===== config.mk =====
export PLATFORM = sky130hd
export DESIGN_NAME = locked_accumulator
export DESIGN_NICKNAME = d
export VERILOG_FILES = /design/src/rtl/locked_accumulator.sv
export SDC_FILE = /design/constraint.sdc
export NUM_CORES = 1
export LEC_CHECK = 0
export ABC_AREA = 1
export BUFFER_PORTS_ARGS = -buffer_cell sky130_fd_sc_hd__buf_2
export CORE_MARGIN = 3
export CORE_UTILIZATION = 35
export CTS_BUF_LIST = sky130_fd_sc_hd__clkbuf_8 sky130_fd_sc_hd__clkbuf_16
export DETAILED_ROUTE_END_ITERATION = 7
export PLACE_DENSITY = 0.5
export SYNTH_ARGS = -nofsm -noshare
export SYNTH_HDL_FRONTEND = slang
export SYNTH_SLANG_ARGS = --single-unit

===== constraint.sdc =====
create_clock -name clk -period 3 [get_ports clk]
set_clock_uncertainty 0.1 [all_clocks]
set_input_delay 0.45 -clock clk [delete_from_list [all_inputs] [get_ports clk]]
set_output_delay 0.45 -clock clk [all_outputs]
set_load 0.01 [all_outputs]

===== src/rtl/locked_accumulator.sv =====
// Key-gated ripple-carry accumulator with a serially loaded lock key.
// Only key {WIDTH{2'b10}} makes the datapath behave as a plain adder.
module locked_accumulator #(
    parameter int WIDTH = 8
) (
    input  logic             clk,
    input  logic             rst_n,
    input  logic             key_bit,
    input  logic             key_valid,
    input  logic             key_commit,
    output logic             key_armed,
    output logic             key_err,
    input  logic             in_valid,
    input  logic             in_clear,
    input  logic [WIDTH-1:0] in_data,
    output logic [WIDTH-1:0] acc_out,
    output logic             carry_out,
    output logic             out_valid
);

    localparam int KEYW = 2 * WIDTH;
    localparam int CW   = $clog2(KEYW + 1);
    localparam logic [CW-1:0] FULL = CW'(KEYW);

    typedef enum logic [1:0] {
        EMPTY,
        SHIFT,
        ARMED
    } state_t;

    state_t            state;
    state_t            state_d;
    logic [KEYW-1:0]   key_sr;
    logic [KEYW-1:0]   key_sr_d;
    logic [KEYW-1:0]   key_reg;
    logic [KEYW-1:0]   key_reg_d;
    logic [CW-1:0]     count;
    logic [CW-1:0]     count_d;
    logic              err_set;

    logic [WIDTH-1:0]  op_a;
    logic [WIDTH-1:0]  sum;
    logic              cy;
    logic              msb_cout;

    always_comb begin
        state_d   = state;
        key_sr_d  = key_sr;
        key_reg_d = key_reg;
        count_d   = count;
        err_set   = 1'b0;
        unique case (state)
            EMPTY: begin
                if (key_commit) begin
                    err_set = 1'b1;
                end else if (key_valid) begin
                    key_sr_d = {key_sr[KEYW-2:0], key_bit};
                    count_d  = CW'(1);
                    state_d  = SHIFT;
                end
            end
            SHIFT: begin
                // Commit wins over a same-cycle shift; that bit is dropped.
                if (key_commit) begin
                    if (count == FULL) begin
                        key_reg_d = key_sr;
                        count_d   = '0;
                        state_d   = ARMED;
                    end else begin
                        err_set = 1'b1;
                    end
                end else if (key_valid) begin
                    key_sr_d = {key_sr[KEYW-2:0], key_bit};
                    if (count != FULL) begin
                        count_d = count + 1'b1;
                    end
                end
            end
            ARMED: begin
            end
            default: state_d = EMPTY;
        endcase
    end

    always_ff @(posedge clk or negedge rst_n) begin
        if (!rst_n) begin
            state   <= EMPTY;
            key_sr  <= '0;
            key_reg <= '0;
            count   <= '0;
            key_err <= 1'b0;
        end else begin
            state   <= state_d;
            key_sr  <= key_sr_d;
            key_reg <= key_reg_d;
            count   <= count_d;
            key_err <= key_err | err_set;
        end
    end

    assign key_armed = (state == ARMED);

    // Each slice: XNOR key gate on the sum term, XOR key gate on a&c.
    always_comb begin
        op_a = in_clear ? '0 : acc_out;
        sum  = '0;
        cy   = 1'b0;
        for (int i = 0; i < WIDTH; i++) begin
            sum[i] = cy ^ ~(op_a[i] ^ in_data[i] ^ key_reg[2*i+1]);
            cy     = ((op_a[i] & cy) ^ key_reg[2*i])
                   | (cy & in_data[i])
                   | (in_data[i] & op_a[i]);
        end
        msb_cout = cy;
    end

    always_ff @(posedge clk or negedge rst_n) begin
        if (!rst_n) begin
            acc_out   <= '0;
            carry_out <= 1'b0;
            out_valid <= 1'b0;
        end else begin
            out_valid <= in_valid | in_clear;
            if (in_valid) begin
                acc_out   <= sum;
                carry_out <= msb_cout;
            end else if (in_clear) begin
                acc_out   <= '0;
                carry_out <= 1'b0;
            end
        end
    end

endmodule


Word level (Yosys, flattened, before mapping)

Cells that the tools add are included.
Widths: inputs -> output; s select.

Flip-flop bits (word level): 50
Bits of input ports: 15
Output and inout port bits: 12
Logic and storage cells: 127

$add $sub $neg: 1
Equal/unequal tests: 11
Multiplexer cells: 20
Bitwise gates (word level): 79
Reduce and logical (&&, ||, !) cells: 8

Operator list:

| kind                | number |
|---|---|
| $mux 5              | 6 |
| $xor 1x1->1         | 30 |
| $and 1x1->1         | 22 |
| $or 1x1->1          | 17 |
| $mux 8              | 2 |
| $not 1->1           | 10 |
| $pmux 5 s2          | 1 |
| $ne 3x3->1 const B  | 3 |
| $mux 2              | 4 |
| $ne 2x2->1 const B  | 4 |
| $pmux 2 s3          | 1 |
| $reduce_and 3->1    | 2 |
| $reduce_and 6->1    | 1 |
| $add 5x1->5 const B | 1 |
| $eq 5x5->1 const B  | 1 |
| $mux 1              | 5 |
| $ne 5x5->1 const B  | 1 |
| $reduce_and 5->1    | 1 |
| $reduce_bool 2->1   | 2 |
| $eq 2x1->1 const B  | 1 |
| $eq 2x2->1 const B  | 1 |
| $logic_not 2->1     | 1 |
| $pmux 1 s2          | 1 |
| $reduce_or 2->1     | 1 |

Depth between registers and ports, before layout

Gate-level depths: netlist of run 1.

Depth after elaboration: 32
Mapped depth: 28
Gate-level depth less buffers: 28

Worst setup path before layout of run 1

No wires, ideal clock.

Path kind: input to register
Start point: input in_clear
End point: register carry_out
Library setup time: 116 ps
Data arrival time: 2436 ps
Path slack: 347 ps
Stages on the path: 21
Cell sequence: buf_6 > nor2_1 > ha_1 > nor2_1 > nor2_1 > nor2_1 > nand3_4 > a21oi_2 > nand2_2 > a21oi_2 > nand2_2 > a21oi_2 > nand2_2 > a21oi_2 > nand2_2 > a21oi_2 > nand2_2 > a21oi_2 > nand2_1 > nand2_1 > nand2_1

Cells in the longest elaborated chain, start to end: 32
Elaborated cells on any way between the ends: 47
Those cells by class: 2 x mux; 44 x bitwise; 1 x reduce/logical

Ends and longest elaborated chain:

| what                   | RTL line | source |
|---|---|---|
| start: declaration     | 14       | `input logic in_clear,` |
| $mux 8                 | --       |  |
| $and 1x1->1            | 112      | `\| (in_data[i] & op_a[i]);` |
| $or 1x1->1             | 112      |  |
| $and 1x1->1            | 110      | `cy = ((op_a[i] & cy) ^ key_reg[2*i])` |
| $xor 1x1->1            | 110      |  |
| $or 1x1->1             | 111      | `\| (cy & in_data[i])` |
| $or 1x1->1             | 112      |  |
| $and 1x1->1            | 110      |  |
| [16 not listed]        | --       |  |
| $xor 1x1->1            | 110      |  |
| $or 1x1->1             | 111      |  |
| $or 1x1->1             | 112      |  |
| $and 1x1->1            | 110      |  |
| $xor 1x1->1            | 110      |  |
| $or 1x1->1             | 111      |  |
| $or 1x1->1             | 112      |  |
| $mux 1                 | 124      | `if (in_valid) begin` |
| end signal: assignment | 126      | `carry_out <= msb_cout;` |
| end: declaration       | 17       | `output logic carry_out,` |

Several ways; a longest one is shown, not always the timed one.
A chain may end at the register's enable or synchronous reset.

Final worst setup path of run 1

Start point: register acc_out[0]
End point: register carry_out

Cells in the longest elaborated chain, start to end: 32
Elaborated cells on any way between the ends: 39
Those cells by class: 2 x mux; 37 x bitwise

Ends and longest elaborated chain:

| what                     | RTL line | source |
|---|---|---|
| start: declaration       | 16       | `output logic [WIDTH-1:0] acc_out,` |
| start signal: assignment | 125      | `acc_out <= sum;` |
| $mux 8 (*)               | --       |  |
| $and 1x1->1 (*)          | 112      |  |
| $or 1x1->1 (*)           | 112      |  |
| $and 1x1->1              | 110      |  |
| $xor 1x1->1              | 110      |  |
| $or 1x1->1 (*)           | 111      |  |
| $or 1x1->1 (*)           | 112      |  |
| $and 1x1->1              | 110      |  |
| [16 not listed]          | --       |  |
| $xor 1x1->1              | 110      |  |
| $or 1x1->1 (*)           | 111      |  |
| $or 1x1->1 (*)           | 112      |  |
| $and 1x1->1              | 110      |  |
| $xor 1x1->1              | 110      |  |
| $or 1x1->1 (*)           | 111      |  |
| $or 1x1->1 (*)           | 112      |  |
| $mux 1 (*)               | 124      |  |

Every way passes the cells marked *; elsewhere a longest branch is shown, timed or not.

==> impl_metrics.tcl, run 1 <==
set metrics [dict create \
    synth_xor_area_share_pct 4.56 \
    hold_path.class "in -> reg" \
    grt_pass1_vias 1785 \
    wl_per_cell_um 10.7 \
    ys_async_sr_fraction_pct 100 \
    place_area_mm2 0.00275 \
    synth-seq-area-share_pct 50.1 \
    vias_per_cell 4.45 \
    status "completed" \
    leakage_nw 1.44 \
    setup_viol 0 \
    path_cells "inv_1 -> nor2_1 -> ha_1 -> nor2_1 -> nor2_1 -> nor2_1 -> nand3_4 -> a21oi_2 -> nand2_2 -> a21oi_2 -> nand2_2 -> a21oi_2 -> nand2_2 -> a21oi_2 -> nand2_2 -> a21oi_2 -> nand2_2 -> a21oi_2 -> nand2_1 -> nand2_1 -> nand2_1" \
    dpl.hpwl_um 3370 \
    synth_nets 307 \
    cts_tree "yes" \
    die_x_um 90.5 \
    drc 0 \
    gr-total-overflow 0 \
    cts_buffer_depth 2 \
    netlist_top_cells_area "dfrtp_1, nand2_1, o21ai_0" \
    first_iter_violations 104 \
    slowest_stage "dfrtp_1" \
    synth_cells 282 \
    slowest_delay_ns 0.39 \
    arrival_ns 2.71 \
    grt_max_degree 41 \
    htreeDepth 2 \
    layout_worst_path_cycle_share_pct 87.3 \
    first_pass_iters 4 \
    port_buffers 26 \
    drive_above_1_share_pct 18.2 \
    ys_types 28 \
    fin_nets 338 \
    max_freq_mhz 382 \
    clkLatencyLatePin_ns 0.29 \
    critPathRequiredTime_ns 3.10 \
    cts_setup_buffers 0 \
    synth_compound_area_share_pct 14.8 \
    synthTopCellsByCount "nand2_1, dfrtp_1, inv_1, o21ai_0, nor2_1" \
    fin_util_pct 41.5 \
    netlist_area_mm2 0.00250 \
    yosysWarnings 0 \
    power_density_mw_per_mm2 581 \
    vias 1823 \
    crit_type "reg -> reg" \
    cpMostUsedCell "a21oi_2" \
    start_util_pct 36.3 \
    ir_drop_v 0.000286 \
    synthFlopType "dfrtp_1" \
    synth_top_family_by_area "simple AND/OR/NAND/NOR gates" \
    grt_pass1_wl_um 8110 \
    cp_max_fo 4 \
    period_minus_slack_ns 2.62 \
    drv_slew 0 \
    fin_area_mm2 0.00285 \
    clk_pin_slew_worst_paths_ns 0.09 \
    die_y_um 90.5 \
    grtUsageTotal_pct 12.0 \
    hold_viol 0 \
    synth_top_area_cell "dfrtp_1" \
    gp_congestion 0.786 \
    dp_slack_ns 0.208 \
    ioPinCount 27 \
    cts.sinks 50 \
    yosys.area_share.adder_pct 5.01 \
    synth-simple-area-share_pct 17.0 \
    grt_setup_unrepaired "no" \
    synth-edff-count 0 \
    synth_area_per_cell_um2 8.85 \
    end_kind "register" \
    antenna_found_initial 0 \
    synth_top_area_share_pct 50.1 \
    tightest_slew_ns 0.581 \
    syn_to_final_growth_pct 14.1 \
    synth.most_common_cell "nand2_1" \
    dieArea_mm2 0.00818 \
    relSlewSlack_pct 61.1 \
    fin_setup_tns_ns 0 \
    timing.final.ws_setup_ns 0.382 \
    diodes 0 \
    drtAntennaViolNets 0 \
    cap_violations 0 \
    cp-start-kind "register" \
    rows 30 \
    muxShareOfSynthArea_pct 0.451 \
    root_buffer "clkbuf_8" \
    ys_seq_elements 50 \
    drt_wl_total_um 4410 \
    core_mm2 0.00687 \
    p_total_w 0.00166 \
    cts_buffers 5 \
]
-- per-layer routing --
layer,up-vias,global-route usage (%),share of wire (%)
li1,968,-,-
met1,821,16.5,52
met2,29,18.5,43
met3,5,2.67,3.3
met4,0,4.21,1.1
met5,-,0,0
-- stage by stage --
stage,hold slack (ns),instances
2_1_floorplan,0.0544,282
3_3_place_gp,0.228,401
3_5_place_dp,0.230,401
4_1_cts,0.252,410
5_1_grt,0.267,410
6_report,0.267,410
-- area by class of cell --
class,count,area (µm²)
fillers,727,4020
inverters,44,165
repair buffers,31,170
well taps,96,120
clock inverters,2,8.76
clock buffers,6,82.6
flip-flops and latches,50,1250
multi-input cells,181,1050
-- final timing paths --
check | start | endpoint | slack (ns) | cells past startpoint
min in group asynchronous | rst_n | acc_out[7]$_DFF_PN0_ | 0.43 | 2
max in group asynchronous | rst_n | key_sr[7]$_DFFE_PN0P_ | 1.59 | 3
setup reg to reg | acc_out[0]$_DFF_PN0_ | carry_out$_DFFE_PN0P_ | 0.38 | 21
setup / recovery | acc_out[0]$_DFF_PN0_ | carry_out$_DFFE_PN0P_ | 0.38 | 21
hold reg to reg | key_err$_DFF_PN0_ | key_err$_DFF_PN0_ | 0.38 | 1
hold / removal | key_bit | key_sr[0]$_DFFE_PN0P_ | 0.27 | 3
-- where the power goes --
group / switching [W] / internal [W] / total, W
logic: 0.000246 / 0.000159 / 0.000405
clock network: 0.000216 / 0.000183 / 0.000399
registers: 0.0000697 / 0.000782 / 0.000852
total: 0.000532 / 0.00112 / 0.00166
-- worst max-delay path, delay by kind of cell (launching register included) --
| family | cells | cell delay (ns) |
|---|---|---|
| DFF | 1 | 0.39 |
| and+or+nand+nor | 13 | 0.99 |
| buffers and inverters | 1 | 0.07 |
| adders and majority gates | 1 | 0.18 |
| AOI/OAI and AO/OA | 6 | 0.77 |
-- placed cells by master, fill, tap and decap left out, types with 3 or more instances in the layout --
cell type  Yosys  final
nand2_1       56     56
dfrtp_1       50     50
inv_1         44     45
o21ai_0       38     38
buf_2          0     26
nor2_1        13     13
xor2_1        11     11
ha_1          10     10
nand2_2        7      7
a21oi_2        6      6
o22ai_1        6      6
a21oi_1        6      6
clkbuf_8       0      6
nor3_1         6      5
o21bai_1       4      4
buf_4          0      4
nand3_1        3      3
-- cell families after synthesis --
kind of cell	count (synthesis)
flip-flops	50
buffers and inverters	51
AO/OA/AOI/OAI	64
multiplexers	1
AND/OR/NAND/NOR	93
adder cells (fa/ha/maj)	10
XOR/XNOR	13
-- repair_timing --
| item | CTS | global route |
|---|---|---|
| hold buffers | 1 | 0 |
| hold endpoints to repair | 10 | 0 |
| resized for setup | 0 | 0 |
(Power assumes the default switching activity.)
==> run 2: changes to the inputs <==
--- a/config.mk
+++ b/config.mk
@@ -9,2 +9,4 @@
 export BUFFER_PORTS_ARGS = -buffer_cell sky130_fd_sc_hd__buf_2
+export CELL_PAD_IN_SITES_DETAIL_PLACEMENT = 1
+export CELL_PAD_IN_SITES_GLOBAL_PLACEMENT = 1
 export CORE_MARGIN = 3
@@ -13,3 +15,3 @@
 export DETAILED_ROUTE_END_ITERATION = 7
-export PLACE_DENSITY = 0.5
+export PLACE_DENSITY = 0.63
 export SYNTH_ARGS = -nofsm -noshare
--- a/constraint.sdc
+++ b/constraint.sdc
@@ -4,2 +4,2 @@
 set_output_delay 0.45 -clock clk [all_outputs]
-set_load 0.01 [all_outputs]
+set_load 0.1 [all_outputs]
==> impl_metrics.tcl, run 2 (same netlist as run 1, synthesis figures left out) <==
set metrics [dict create \
    first_iter_violations 43 \
    grt_pass1_vias 1916 \
    slowest_stage "dfrtp_2" \
    dpl.hpwl_um 3900 \
    status "completed" \
    start_util_pct 36.3 \
    end_kind "register" \
    holdWs_ns 0.254 \
    gr-total-overflow 0 \
    cts_setup_buffers 0 \
    tightest_slew_ns 0.602 \
    dpl.cell_count 401 \
    leakage_nw 1.44 \
    diodes 0 \
    syn_to_final_growth_pct 15.0 \
    cts-resized-gates 0 \
    cts.sinks 50 \
    cts_buffers 5 \
    fin_nets 338 \
    drv_slew 0 \
    arrival_ns 2.80 \
    stdcell_count 410 \
    fin_util_pct 41.8 \
    final_common_cell "nand2_1" \
    setup_viol 0 \
    drc 0 \
    min_path_cells 3 \
    crit_buf_inv 2 \
    die_x_um 90.5 \
    p_total_w 0.00190 \
    grt_pass1_wl_um 8970 \
    power_density_mw_per_mm2 661 \
    cts_tree "yes" \
    wl_per_cell_um 12.3 \
    cp_max_fo 4 \
    hold_viol 0 \
    clkLatencyLatePin_ns 0.30 \
    cts_buffer_depth 2 \
    vias_per_cell 4.59 \
    slowest_delay_ns 0.41 \
    crit_type "reg -> reg" \
    path_cells "inv_1 -> nor2_1 -> ha_1 -> inv_1 -> nand2_1 -> nand3_1 -> nand3_4 -> a21oi_2 -> nand2_2 -> nand2_1 -> nand2_1 -> nand2_2 -> nand2_1 -> nand2_1 -> nand2_2 -> a21oi_2 -> nand2_2 -> a21oi_2 -> nand2_2 -> a21oi_2 -> nand2_1 -> nand2_1 -> nand2_1" \
    fin_setup_tns_ns 0 \
    layout_worst_path_cycle_share_pct 90.0 \
    vias 1881 \
    cp-start-kind "register" \
    rrSetupSlack_ns 0.30 \
    port_buffers 26 \
    gp_congestion 0.758 \
    grt_setup_unrepaired "no" \
    die_y_um 90.5 \
    rows 30 \
    cp_top_family "simple AND/OR/NAND/NOR gates" \
    grtUsageTotal_pct 13.4 \
    htreeDepth 2 \
    dieArea_mm2 0.00818 \
    grt_max_degree 41 \
    drt_wl_total_um 5060 \
    relSlewSlack_pct 59.7 \
    critPathRequiredTime_ns 3.10 \
    cpMostUsedCell "nand2_1" \
    final_cell_mix "nand2_1, dfrtp_1, inv_1" \
    ir_drop_v 0.000187 \
    root_buffer "clkbuf_8" \
    cap_violations 0 \
    clk_pin_slew_worst_paths_ns 0.09 \
    ioPinCount 27 \
    rr_worst_depth 23 \
    path_depth 23 \
    antenna_found_initial 0 \
    max_freq_mhz 371 \
    core_mm2 0.00687 \
    drtAntennaViolNets 0 \
    hold_path.class "in -> reg" \
    drive_above_1_share_pct 19.1 \
    period_minus_slack_ns 2.70 \
    first_pass_iters 4 \
]
run 2: worst paths after layout:
path / startpoint / endpoint
worst max-delay path: acc_out[0]$_DFF_PN0_ / carry_out$_DFFE_PN0P_
worst min-delay path: key_bit / key_sr[0]$_DFFE_PN0P_
worst max register to register: acc_out[0]$_DFF_PN0_ / carry_out$_DFFE_PN0P_
worst min register to register: key_err$_DFF_PN0_ / key_err$_DFF_PN0_
max in group asynchronous: rst_n / key_sr[3]$_DFFE_PN0P_
min in group asynchronous: rst_n / acc_out[7]$_DFF_PN0_
run 2: stage by stage:
step	cell area, µm²	setup WS (ns)
final	2870	0.301
after global routing	2870	0.00436
after CTS	2870	0.257
after detailed placement	2750	0.0956
after global placement	2750	0.162
after floorplan	2500	0.154
run 2: cell type report:
type / instances / area (µm²)
tap: 96 / 120
timing repair buffer: 31 / 170
clock buffer: 8 / 110
multi-input combinational: 181 / 1050
inverter: 44 / 165
sequential: 50 / 1250
fill: 861 / 4000
run 2: what timing repair did:
item | in CTS | in global routing
endpoints found under the hold margin | 10 | 0
hold buffers | 1 | 0
endpoints found under the setup margin | 0 | 1
run 2: report_power, final:
| part | internal, W | switching, W |
|---|---|---|
| clock | 0.000233 | 0.000222 |
| combinational | 0.000160 | 0.000429 |
| sequential | 0.000783 | 0.0000718 |
| total | 0.00118 | 0.000722 |
run 2: layer usage:
layer,up-vias,GRT usage [%],routed length (µm),part of all wire [%]
met5,-,0,0,0
met4,0,4.59,63,1.2
met3,4,2.83,166,3.3
met2,30,22.1,2350,46
met1,887,17.4,2480,49
li1,960,-,-,-
run 2: worst reg2reg max path, delay by kind of cell, from the launching register on:
kind            cells  cell delay [ns]
simple gates       16             1.26
compound gates      4             0.52
buf+inv             2             0.12
flops               1             0.41
fa+ha+maj           1             0.19
==> run 3: changes to the inputs <==
- CORE_UTILIZATION: 35 -> 44
- PLACE_DENSITY: 0.63 -> 0.76
- TNS_END_PERCENT: unset -> 50
==> impl_metrics.tcl, run 3 (same netlist as run 1, synthesis figures left out) <==
set metrics [dict create \
    crit_type "reg -> reg" \
    vias_per_cell 5.05 \
    end_kind "register" \
    layout_worst_path_cycle_share_pct 94.0 \
    rrSetupSlack_ns 0.18 \
    dpl.hpwl_um 4080 \
    first_iter_violations 26 \
    hold_viol 0 \
    core_mm2 0.00530 \
    wl_per_cell_um 13.9 \
    root_buffer "clkbuf_8" \
    gp_congestion 0.775 \
    gr-total-overflow 0 \
    ioPinCount 27 \
    antenna_found_initial 0 \
    r2r_start "acc_out[0]$_DFF_PN0_" \
    drv_slew 0 \
    ir_drop_v 0.000283 \
    cts_buffer_depth 2 \
    diodes 0 \
    cts_hold_buf 0 \
    first_pass_iters 4 \
    syn_to_final_growth_pct 16.6 \
    hold_path.class "in -> async" \
    drc 0 \
    cts_tree "yes" \
    max_freq_mhz 355 \
    rows 26 \
    fin_util_pct 54.9 \
    arrival_ns 2.91 \
    power_density_mw_per_mm2 705 \
    clkLatencyLatePin_ns 0.30 \
    cts.sinks 50 \
    rr_worst_depth 21 \
    dieArea_mm2 0.00661 \
    die_y_um 81.3 \
    htreeDepth 2 \
    reg2reg_to "carry_out$_DFFE_PN0P_" \
    clk_pin_slew_worst_paths_ns 0.09 \
    critPathRequiredTime_ns 3.09 \
    cp_max_fo 4 \
    grt_pass1_vias 1996 \
    fin_nets 342 \
    drive_above_1_share_pct 22.0 \
    cp-start-kind "register" \
    final_cell_mix "nand2_1, dfrtp_1, inv_1" \
    start_util_pct 47.1 \
    tightest_slew_ns 0.875 \
    final_common_cell "nand2_1" \
    vias 1958 \
    grt_max_degree 41 \
    leakage_nw 1.47 \
    die_x_um 81.3 \
    relSlewSlack_pct 41.7 \
    grt_pass1_wl_um 9200 \
    num-fill-cells 663 \
    holdWs_ns 0.162 \
    drtAntennaViolNets 0 \
    status "completed" \
    cap_violations 0 \
    setup_viol 0 \
    drt_wl_total_um 5400 \
    period_minus_slack_ns 2.82 \
    port_buffers 26 \
    grtUsageTotal_pct 18.1 \
    cts_buffers 5 \
]
-- run 3: cell count changes in the layout (fill, tap and decap cells not counted), sizes merged --
cell         change
buf              +5
bufinv           +2
clkbuf           -2
dlygate4sd3      -1
-- run 3: layout make-up --
class                      count  area (µm²)  share of cell area (%)
clock buffer                   6        82.6                    2.84
clock inverter                 2        60.1                    2.06
tap                           70        87.6                    3.01
multi-input combinational    181        1060                    36.5
inverter                      44         165                    5.67
timing repair buffer          35         198                    6.79
sequential                    50        1250                    43.1
-- run 3: repair_timing --
item | 4_1_cts | 5_1_grt
hold endpoints to repair | 0 | 0
setup buffers | 0 | 3
endpoints found under the setup margin | 0 | 2
resized for setup | 0 | 5
-- run 3: how the worst max path moves through the flow --
stage | end | from | depth (start not counted)
detailed placement | carry_out$_DFFE_PN0P_ | in_clear | 23
finish | carry_out$_DFFE_PN0P_ | acc_out[0]$_DFF_PN0_ | 21
global route | carry_out$_DFFE_PN0P_ | acc_out[0]$_DFF_PN0_ | 23
floorplan | carry_out$_DFFE_PN0P_ | acc_out[0]$_DFF_PN0_ | 22
CTS | carry_out$_DFFE_PN0P_ | acc_out[0]$_DFF_PN0_ | 23
global placement | carry_out$_DFFE_PN0P_ | in_clear | 21
-- run 3: worst max-delay path, cell delays in order (launching register included) --
cell	delay (ns)
dfrtp_2	0.42
inv_2	0.06
nor2_1	0.04
ha_2	0.18
nor2_1	0.08
nor2_1	0.06
nor2_2	0.15
nand3_4	0.10
a21oi_2	0.16
nand2_2	0.09
a21oi_2	0.16
nand2_2	0.10
a21oi_2	0.17
nand2_2	0.10
a21oi_2	0.17
nand2_2	0.10
a21oi_2	0.13
nand2_2	0.09
a21oi_2	0.11
nand2_1	0.05
nand2_1	0.05
nand2_1	0.05
-- run 3: metal layers --
metal	GRT usage (%)	part of all wire [%]	routed length (µm)
met5	0	0	0
met4	4.56	1.3	71
met3	3.66	3.4	181
met2	31.6	50	2680
met1	22.7	46	2460
-- run 3: per-stage QoR --
stage	setup TNS, ns	instances	cell area (µm²)	setup WS (ns)	power [W]
global route	-0.0294	388	2910	-0.0294	0.00219
finish	0	388	2910	0.180	0.00205
floorplan	0	282	2500	0.154	0.00132
detailed placement	-0.00438	377	2730	-0.00438	0.00147
CTS	0	385	2880	0.157	0.00206
global placement	0	377	2730	0.163	0.00144
-- run 3: where the power goes --
part	switching [W]	total (W)	internal, W	leakage (nW)
logic	0.000444	0.000615	0.000171	0.751
clock network	0.000225	0.000581	0.000356	0.0714
registers	0.0000740	0.000857	0.000783	0.649
total	0.000743	0.00205	0.00131	1.47
